--- src/rtl/risc16_mc_core.sv ---
// Multi-cycle RiSC-16 core: BOOT/FETCH/DECODE/EXEC/MEM/HALT sequencing with
// req/ack instruction and data ports and a registered one-cycle retire trace.
module risc16_mc_core #(
  parameter int unsigned             XLEN     = 16,
  parameter int unsigned             ADDR_W   = 16,
  parameter logic [ADDR_W-1:0]       RESET_PC = '0
) (
  input  logic              clk,
  input  logic              rst,
  output logic              imem_req,
  output logic [ADDR_W-1:0] imem_addr,
  input  logic              imem_ack,
  input  logic [15:0]       imem_rdata,
  output logic              dmem_req,
  output logic              dmem_we,
  output logic [ADDR_W-1:0] dmem_addr,
  output logic [XLEN-1:0]   dmem_wdata,
  input  logic              dmem_ack,
  input  logic [XLEN-1:0]   dmem_rdata,
  output logic              halted,
  output logic              retire_valid,
  output logic [ADDR_W-1:0] retire_pc,
  output logic              retire_wen,
  output logic [2:0]        retire_rd,
  output logic [XLEN-1:0]   retire_wdata
);

  typedef enum logic [2:0] {
    ST_BOOT, ST_FETCH, ST_DECODE, ST_EXEC, ST_MEM, ST_HALT
  } state_e;

  typedef enum logic [2:0] {
    OP_ADD, OP_ADDI, OP_NAND, OP_LUI, OP_SW, OP_LW, OP_BEQ, OP_JALR
  } opcode_e;

  state_e              state_q, state_d;
  logic [ADDR_W-1:0]   pc_q, pc_d;
  logic [15:0]         ir_q, ir_d;
  logic [XLEN-1:0]     ra_q, ra_d, rb_q, rb_d, rc_q, rc_d;
  logic                dmem_we_q, dmem_we_d;
  logic [ADDR_W-1:0]   dmem_addr_q, dmem_addr_d;
  logic [XLEN-1:0]     dmem_wdata_q, dmem_wdata_d;
  logic                ret_valid_q, ret_valid_d;
  logic [ADDR_W-1:0]   ret_pc_q, ret_pc_d;
  logic                ret_wen_q, ret_wen_d;
  logic [2:0]          ret_rd_q, ret_rd_d;
  logic [XLEN-1:0]     ret_wdata_q, ret_wdata_d;
  logic [XLEN-1:0]     rf_q [8];

  logic                rf_we;
  logic [XLEN-1:0]     rf_wdata;
  logic                commit;
  logic                wr_en;
  logic [XLEN-1:0]     wr_data;

  opcode_e             opcode;
  logic [2:0]          fa, fb, fc;
  logic [XLEN-1:0]     simm, imm_hi, ea;
  logic [ADDR_W-1:0]   pc_inc, br_tgt;

  assign opcode = opcode_e'(ir_q[15:13]);
  assign fa     = ir_q[12:10];
  assign fb     = ir_q[9:7];
  assign fc     = ir_q[2:0];
  assign simm   = {{(XLEN-7){ir_q[6]}}, ir_q[6:0]};
  assign imm_hi = {ir_q[9:0], {(XLEN-10){1'b0}}};
  assign ea     = rb_q + simm;
  assign pc_inc = pc_q + ADDR_W'(1);
  assign br_tgt = pc_inc + simm[ADDR_W-1:0];

  // NOTE: every variable assigned in this block gets a default first, so no
  // path through the case statement can leave one unassigned and infer a latch.
  always_comb begin
    state_d      = state_q;
    pc_d         = pc_q;
    ir_d         = ir_q;
    ra_d         = ra_q;
    rb_d         = rb_q;
    rc_d         = rc_q;
    dmem_we_d    = dmem_we_q;
    dmem_addr_d  = dmem_addr_q;
    dmem_wdata_d = dmem_wdata_q;
    commit       = 1'b0;
    wr_en        = 1'b0;
    wr_data      = '0;

    unique case (state_q)
      ST_BOOT:   state_d = ST_FETCH;
      ST_FETCH: begin
        if (imem_ack) begin
          ir_d    = imem_rdata;
          state_d = ST_DECODE;
        end
      end
      ST_DECODE: begin
        ra_d    = rf_q[fa];
        rb_d    = rf_q[fb];
        rc_d    = rf_q[fc];
        state_d = ST_EXEC;
      end
      ST_EXEC: begin
        state_d = ST_FETCH;
        commit  = 1'b1;
        pc_d    = pc_inc;
        unique case (opcode)
          OP_ADD:  begin wr_en = 1'b1; wr_data = rb_q + rc_q;    end
          OP_ADDI: begin wr_en = 1'b1; wr_data = rb_q + simm;    end
          OP_NAND: begin wr_en = 1'b1; wr_data = ~(rb_q & rc_q); end
          OP_LUI:  begin wr_en = 1'b1; wr_data = imm_hi;         end
          OP_SW, OP_LW: begin
            commit       = 1'b0;
            pc_d         = pc_q;
            state_d      = ST_MEM;
            dmem_addr_d  = ea[ADDR_W-1:0];
            dmem_we_d    = (opcode == OP_SW);
            dmem_wdata_d = (opcode == OP_SW) ? ra_q : '0;
          end
          OP_BEQ: begin
            if (ra_q == rb_q) pc_d = br_tgt;
          end
          OP_JALR: begin
            if (ir_q[6:0] == 7'd0) begin
              wr_en   = 1'b1;
              wr_data = XLEN'(pc_inc);
              pc_d    = rb_q[ADDR_W-1:0];
            end else begin
              commit  = 1'b0;
              pc_d    = pc_q;
              state_d = ST_HALT;
            end
          end
          default: ;
        endcase
      end
      ST_MEM: begin
        if (dmem_ack) begin
          commit  = 1'b1;
          pc_d    = pc_inc;
          state_d = ST_FETCH;
          if (!dmem_we_q) begin
            wr_en   = 1'b1;
            wr_data = dmem_rdata;
          end
        end
      end
      ST_HALT:  ;
      default:  state_d = ST_BOOT;
    endcase

    // Writes to R0 are dropped here, so R0 keeps its reset value of zero.
    rf_we       = wr_en && (fa != 3'd0);
    rf_wdata    = wr_data;
    ret_valid_d = commit;
    ret_pc_d    = commit ? pc_q : '0;
    ret_wen_d   = rf_we;
    ret_rd_d    = wr_en ? fa : 3'd0;
    ret_wdata_d = wr_en ? wr_data : '0;
  end

  // NOTE: state flops use non-blocking assignments so every flop samples the
  // values computed before this edge, independent of block ordering.
  always_ff @(posedge clk or posedge rst) begin
    if (rst) begin
      state_q      <= ST_BOOT;
      pc_q         <= RESET_PC;
      ir_q         <= '0;
      ra_q         <= '0;
      rb_q         <= '0;
      rc_q         <= '0;
      dmem_we_q    <= 1'b0;
      dmem_addr_q  <= '0;
      dmem_wdata_q <= '0;
      ret_valid_q  <= 1'b0;
      ret_pc_q     <= '0;
      ret_wen_q    <= 1'b0;
      ret_rd_q     <= '0;
      ret_wdata_q  <= '0;
    end else begin
      state_q      <= state_d;
      pc_q         <= pc_d;
      ir_q         <= ir_d;
      ra_q         <= ra_d;
      rb_q         <= rb_d;
      rc_q         <= rc_d;
      dmem_we_q    <= dmem_we_d;
      dmem_addr_q  <= dmem_addr_d;
      dmem_wdata_q <= dmem_wdata_d;
      ret_valid_q  <= ret_valid_d;
      ret_pc_q     <= ret_pc_d;
      ret_wen_q    <= ret_wen_d;
      ret_rd_q     <= ret_rd_d;
      ret_wdata_q  <= ret_wdata_d;
    end
  end

  // NOTE: the register file is reset because the architecture defines all
  // registers as zero after reset; it is only eight words, so flops are fine.
  always_ff @(posedge clk or posedge rst) begin
    if (rst) begin
      for (int i = 0; i < 8; i++) rf_q[i] <= '0;
    end else if (rf_we) begin
      rf_q[fa] <= rf_wdata;
    end
  end

  assign imem_req     = (state_q == ST_FETCH);
  assign imem_addr    = pc_q;
  assign dmem_req     = (state_q == ST_MEM);
  assign dmem_we      = dmem_we_q;
  assign dmem_addr    = dmem_addr_q;
  assign dmem_wdata   = dmem_wdata_q;
  assign halted       = (state_q == ST_HALT);
  assign retire_valid = ret_valid_q;
  assign retire_pc    = ret_pc_q;
  assign retire_wen   = ret_wen_q;
  assign retire_rd    = ret_rd_q;
  assign retire_wdata = ret_wdata_q;

endmodule

--- config.mk ---
export PLATFORM = sky130hd
export DESIGN_NAME = risc16_mc_core
export DESIGN_NICKNAME = d
export VERILOG_FILES = /design/src/rtl/risc16_mc_core.sv
export SDC_FILE = /design/constraint.sdc
export NUM_CORES = 1
export LEC_CHECK = 0
export BUFFER_PORTS_ARGS = -buffer_cell sky130_fd_sc_hd__buf_2
export CORE_AREA = 2 2 222 224
export DETAILED_ROUTE_END_ITERATION = 7
export DIE_AREA = 0 0 224 226
export PLACE_DENSITY_LB_ADDON = 0.05
export SYNTH_ARGS = -nofsm -noshare
export SYNTH_HDL_FRONTEND = slang
export SYNTH_SLANG_ARGS = --single-unit
--- constraint.sdc ---
create_clock -name clk -period 7.9 [get_ports clk]
set_input_delay 0.395 -clock clk [delete_from_list [all_inputs] [get_ports clk]]
set_output_delay 0.395 -clock clk [all_outputs]
set_load 0.05 [all_outputs]
==> metrics.md, run 1 <==
| Metric | Value |
|---|---|
| Synth area leaders | dfrtp_1, mux4_2, nand2_1 |
| GRT Total Usage | 22.5% |
| CP Launch Type | register |
| Gp weighted congestion | 0.844 |
| CTS buffer count | 37 |
| Aggregate global routing overflow | 0 |
| Vias in the first global route | 13000 |
| Slowest CP cell | a221oi_1 |
| Critical path buffers and inverters | 0 |
| Global-route wire length before repair | 84600 um |
| Chip height | 226 um |
| Post-layout util | 39.6% |
| Final Cycle Share | 48.5% |
| Post-Syn Area | 0.0168 mm2 |
| Post-CTS setup buffers | 0 |
| Post_cts resized | 0 |
| Multi-input logic area | 0.00912 mm2 |
| Core outline area | 0.0483 mm2 |
| Starting Density | 34.7% |
| Via count | 12900 |
| Row count | 81 |
| Layout cells sized above 1 | 22.8% |
| Slew headroom | 27.4% |
| Levels on crit path | 10 |
| Initial DRC count | 806 |
| Avg Vias per Cell | 5.52 |
| Mean cell area of the mapped netlist | 10.4 um2 |
| Crit. End Element | register |
| Syn nets | 1697 |
| Total Wirelength | 55900 um |
| Routed WL per cell | 24.0 um |
| Cell mode on critical path | o21ai_0 |
| Clock sinks | 281 |
| Clock root buffer master | clkbuf_16 |
| Most instantiated cells after synthesis | dfrtp_1, nand2_1, a21oi_1 |
| Final Hold Slack | 0.0454 ns |
| Final slew viol count | 0 |
| Crit Reg-Reg Startpoint | rb_q[0]$_DFFE_PP0P_ |
| Top-count cell post-synth | dfrtp_1 |
| Fmax | 0.261 GHz |
| Hold-fix buffers, CTS | 0 |
| Share of the synthesized area in the top cell type | 41.9% |
| Fin nets | 1773 |
| Final setup violation count | 0 |
| Largest net degree at the start of global routing | 149 |
| FF+latch count, synth | 281 |
| Max Fanout on Critical Path | 8 |
| Dominant synthesized flop cell | dfrtp_1 |
| Leakage | 8.60 nW |
| CTS H-tree lvls | 2 |
| Final ANT Viol Nets | 0 |
| Crit-path max cell delay | 0.64 ns |
| IO buf count | 124 |
| Worst clock skew | 0.0153 ns |
| Min-Delay Path Class | input pin to async pin |
| Crit path DAT | 4.23 ns |
| Yosys top cell by area | dfrtp_1 |
| Max Cap Viol | 0 |
| Filler cells | 4797 |
| CTS tree | built |
| CP Class | register to register |
| Critical-path cell list | ha_1 > fa_1 > a211oi_1 > o21bai_1 > a21oi_1 > o21ai_0 > xor2_1 > a221oi_1 > a2bb2oi_1 > o21ai_0 |
| Met2 WL | 27200 um |
| Die W | 224 um |
| R2r setup slk | 4.06 ns |
| Sequential fraction of the synthesis area | 41.9% |
| Met3 WL post-DR | 2380 um |
| Sequential cell area | 0.00704 mm2 |
| Pwr dens | 483 mW/mm2 |
| Synth Warn # | 0 |
| Sum Neg Setup Slack | 0 ns |
| Crit Reg-Reg Endpoint | rf_q[88]$_DFFE_PP0P_ |
| DRC | 0 |
| Area grow syn2layout | 14.2% |
| VDD IR max | 0.000252 V |
| Post-detail-place hpwl | 39200 um |
| Data required, critical path | 8.30 ns |
| Num ports | 125 |
| RSZ-0062 raised after global routing | no |
| Synth unique cells | 87 |
| Number of antenna violations at the first check in global routing | 0 |
| Status | complete, no violations |
| Reg2reg path depth | 10 |
| Final min period | 3.84 ns |
| Synth async-reset ratio | 100% |
| Slew @ Worst Pin | 1.09 ns |
| EDFF count, synth | 0 |
| Post-Syn Instances | 1608 |
| Post-Route M1 WL | 24800 um |
| Clock buffer depth | 3 |
| Skew-Pair Late Insertion Delay | 0.57 ns |
| Top Family by Delay on Critical Path | compound AO/OA/AOI/OAI gates |
| Final hold vios | 0 |
| Total Power | 9.26 mW |
| Max Used Layer | met4 |
| Die area | 0.0506 mm2 |
| ANT cells | 0 |
| First-pass detailed-route iteration total | 5 |
| Clock transition at path regs | 0.06 ns |
[kinds of logic after synthesis]
family / Yosys count / share of synthesized area, %
adders and majority gates: 53 / 4.09
DFF: 281 / 41.9
muxes: 205 / 19.8
AOI/OAI and AO/OA: 379 / 14.2
xor gates and xnor gates: 61 / 3.19
buffers and inverters: 153 / 3.73
and+or+nand+nor: 476 / 13.1
[tightest hold or removal path: stages]
cell and delay, ns:
buf_2 0.11, clkinvlp_4 0.07, buf_12 0.54
[cell type report]
cell class,count,share of cell area (%)
clock buffers,50,5.41
clock inverters,17,0.987
inverters,41,0.823
multi-input cells,1174,47.6
flip-flops and latches,281,36.8
well taps,622,4.06
repair buffers,149,4.35
[through the flow]
step,instances,area [um2],setup WS (ns)
after global routing,2334,19100,3.89
final,2334,19100,4.06
after CTS,2334,19100,4.11
after detailed placement,2267,17900,4.11
after global placement,2267,17900,4.18
after floorplan,1608,16800,3.78
[how the worst max path moves through the flow]
stage	startpoint	to	slack [ns]
finish	rb_q[0]$_DFFE_PP0P_	rf_q[88]$_DFFE_PP0P_	4.06
CTS	rb_q[0]$_DFFE_PP0P_	rf_q[88]$_DFFE_PP0P_	4.11
global placement	rb_q[0]$_DFFE_PP0P_	rf_q[10]$_DFFE_PP0P_	4.18
floorplan	rst	dmem_addr[0]$_DFFE_PP0P_	3.78
detailed placement	rb_q[0]$_DFFE_PP0P_	rf_q[88]$_DFFE_PP0P_	4.11
global route	ir_q[13]$_DFFE_PP0P_	rf_q[88]$_DFFE_PP0P_	3.89
[power breakdown]
group          total (mW)  switching [mW]  internal, mW
registers            2.53           0.635          1.89
clock network        1.71           0.684          1.02
logic                5.02            3.16          1.86
[registers in the layout, indices dropped and copies added, names as in the netlist]
signal        flops
retire_wdata     16
dmem_addr        16
retire_rd         3
rb_q             16
imem_addr        16
state_q           3
rf_q            128
ra_q             16
retire_valid      1
ir_q             16
retire_pc        16
dmem_we           1
rc_q             16
retire_wen        1
dmem_wdata       16
[routing by layer]
metal / up-vias / GRT usage (%)
met3: 70 / 3.15
met2: 275 / 37.8
met1: 6515 / 30.0
met5: - / 0
li1: 6020 / -
met4: 0 / 7.27
[placed cells by master, fill, tap and decap left out, types with 11 or more instances in the layout]
master     count
a21o_1        16
a21oi_1      122
and2_1        18
and3_1        14
buf_2        124
buf_4         23
clkbuf_16     38
clkinv_2      11
dfrtp_1      276
ha_1          50
inv_1         38
mux2_2        42
mux2i_1       62
mux4_2        96
nand2_1      210
nand2b_1      11
nand3_1       36
nor2_1       116
nor3_1        13
o211ai_1      17
o21ai_0       93
o21ai_1       21
o22ai_1       11
xnor2_1       38
xor2_1        23
(Power assumes the default switching activity.)
==> run 2, diff against run 1 <==
==> constraint.sdc (replaced) <==
create_clock -name clk -period 3.5 [get_ports clk]
set_input_delay 0.175 -clock clk [delete_from_list [all_inputs] [get_ports clk]]
set_output_delay 0.175 -clock clk [all_outputs]
set_load 0.05 [all_outputs]
==> metrics.md, run 2 (same netlist as run 1, synthesis figures left out) <==
| Metric | Value |
|---|---|
| Die W | 224 um |
| Worst clock skew | 0.0243 ns |
| DRC | 0 |
| Data required, critical path | 3.94 ns |
| R2r setup slk | 0.22 ns |
| ANT cells | 0 |
| Final setup violation count | 0 |
| Finished Cell Area | 0.0200 mm2 |
| Crit path to | imem_addr[15]$_DFFE_PP0P_ |
| Max Fanout on Critical Path | 6 |
| Final Hold Slack | 0.0375 ns |
| Total Wirelength | 57100 um |
| Via count | 13100 |
| Reg2reg path depth | 15 |
| Vias in the first global route | 13400 |
| Crit Reg-Reg Endpoint | imem_addr[15]$_DFFE_PP0P_ |
| CTS buffer count | 36 |
| Chip height | 226 um |
| Fin nets | 1862 |
| Clock transition at path regs | 0.06 ns |
| Max Cap Viol | 0 |
| Post-detail-place hpwl | 41900 um |
| Core outline area | 0.0483 mm2 |
| First-pass detailed-route iteration total | 5 |
| Num ports | 125 |
| Sum Neg Setup Slack | 0 ns |
| Clock root buffer master | clkbuf_16 |
| Leakage | 9.05 nW |
| Slew headroom | 12.8% |
| Commonest cells after routing, fill and taps aside | dfrtp_1, nand2_1, buf_2, a21oi_1, nor2_1 |
| Crit Reg-Reg Startpoint | imem_addr[1]$_DFFE_PP0P_ |
| Starting Density | 34.7% |
| Crit path DAT | 3.72 ns |
| CTS tree | built |
| Final hold vios | 0 |
| Crit. End Element | register |
| Clock buffer depth | 3 |
| Most common cell after layout, fill and taps aside | dfrtp_1 |
| Aggregate global routing overflow | 0 |
| Crit path launch | imem_addr[1]$_DFFE_PP0P_ |
| Initial DRC count | 752 |
| Avg Vias per Cell | 5.40 |
| Min-Delay Path Class | input pin to register |
| IO buf count | 124 |
| CTS H-tree lvls | 2 |
| Routed WL per cell | 23.6 um |
| Slew @ Worst Pin | 1.30 ns |
| Final min period | 3.28 ns |
| Total Power | 21.5 mW |
| Largest net degree at the start of global routing | 95 |
| Fmax | 0.305 GHz |
| GRT Total Usage | 23.0% |
| Area grow syn2layout | 19.3% |
| Die area | 0.0506 mm2 |
| CP Class | register to register |
| Status | complete, no violations |
| Number of antenna violations at the first check in global routing | 0 |
| Skew-Pair Late Insertion Delay | 0.56 ns |
| Final Cycle Share | 93.8% |
| Final ANT Viol Nets | 0 |
| Pwr dens | 1080 mW/mm2 |
| VDD IR max | 0.000522 V |
| Row count | 81 |
| Final slew viol count | 0 |
| Biggest register | rf_q |
| CP Launch Type | register |
| Clock sinks | 281 |
| Gp weighted congestion | 0.888 |
| Number of flip-flops in the largest register | 128 |
| Global-route wire length before repair | 86100 um |
| Post-DP Area | 0.0186 mm2 |
| Layout cells sized above 1 | 26.1% |
| Post-layout util | 41.4% |
[run 2: per-layer routing]
metal,part of all wire [%],track usage [%],vias to the layer above
li1,-,-,6176
met1,45,30.6,6577
met2,49,39.1,256
met3,3.4,3.01,72
met4,2.4,6.58,0
met5,0,0,-
[run 2: power by group]
part | leakage, nW | switching, mW | internal [mW]
clock | 0.591 | 1.54 | 2.22
combinational | 4.78 | 7.41 | 4.70
sequential | 3.67 | 1.40 | 4.28
total | 9.05 | 10.3 | 11.2
[run 2: worst max-delay path, stage by stage (launching register included)]
cell and delay [ns]:
dfrtp_1 0.38, buf_4 0.14, nand3_1 0.10, or2_2 0.39, nor3_1 0.21, xnor2_1 0.19
inv_1 0.10, ha_1 0.23, a21o_1 0.19, a21oi_1 0.18, o21ai_0 0.12, a21o_1 0.19
a31oi_2 0.17, mux2i_1 0.26, mux2i_1 0.09, or2_1 0.22
[run 2: cell type report]
type | instances | area [um2]
fillers | 4807 | 28300
multi-input cells | 1174 | 9170
flip-flops and latches | 281 | 7040
repair buffers | 239 | 1660
clock buffers | 55 | 1080
well taps | 622 | 778
inverters | 41 | 158
clock inverters | 11 | 120
[run 2: how the worst min path moves through the flow]
stage,start,cells past startpoint,end
after floorplan,imem_rdata[13],2,ir_q[13]$_DFFE_PP0P_
after global placement,rf_q[127]$_DFFE_PP0P_,0,rf_q[127]$_DFFE_PP0P_
after detailed placement,rf_q[123]$_DFFE_PP0P_,0,rf_q[123]$_DFFE_PP0P_
after CTS,dmem_rdata[8],4,retire_wdata[8]$_DFF_PP0_
after global routing,dmem_rdata[0],4,retire_wdata[0]$_DFF_PP0_
final,dmem_rdata[8],4,retire_wdata[8]$_DFF_PP0_
[run 2: metrics by stage]
stage | instances | setup slack [ns]
final | 2423 | 0.217
after detailed placement | 2338 | 0.102
after global routing | 2423 | -0.00146
after CTS | 2423 | 0.0602
after floorplan | 1608 | -0.396
after global placement | 2338 | 0.133
[run 2: timing repair]
action,4_1_cts,5_1_grt
gates resized for setup,0,12
setup buffers,0,0
hold buffers,19,0
endpoints found under the hold margin,56,0
endpoints found under the setup margin,0,26
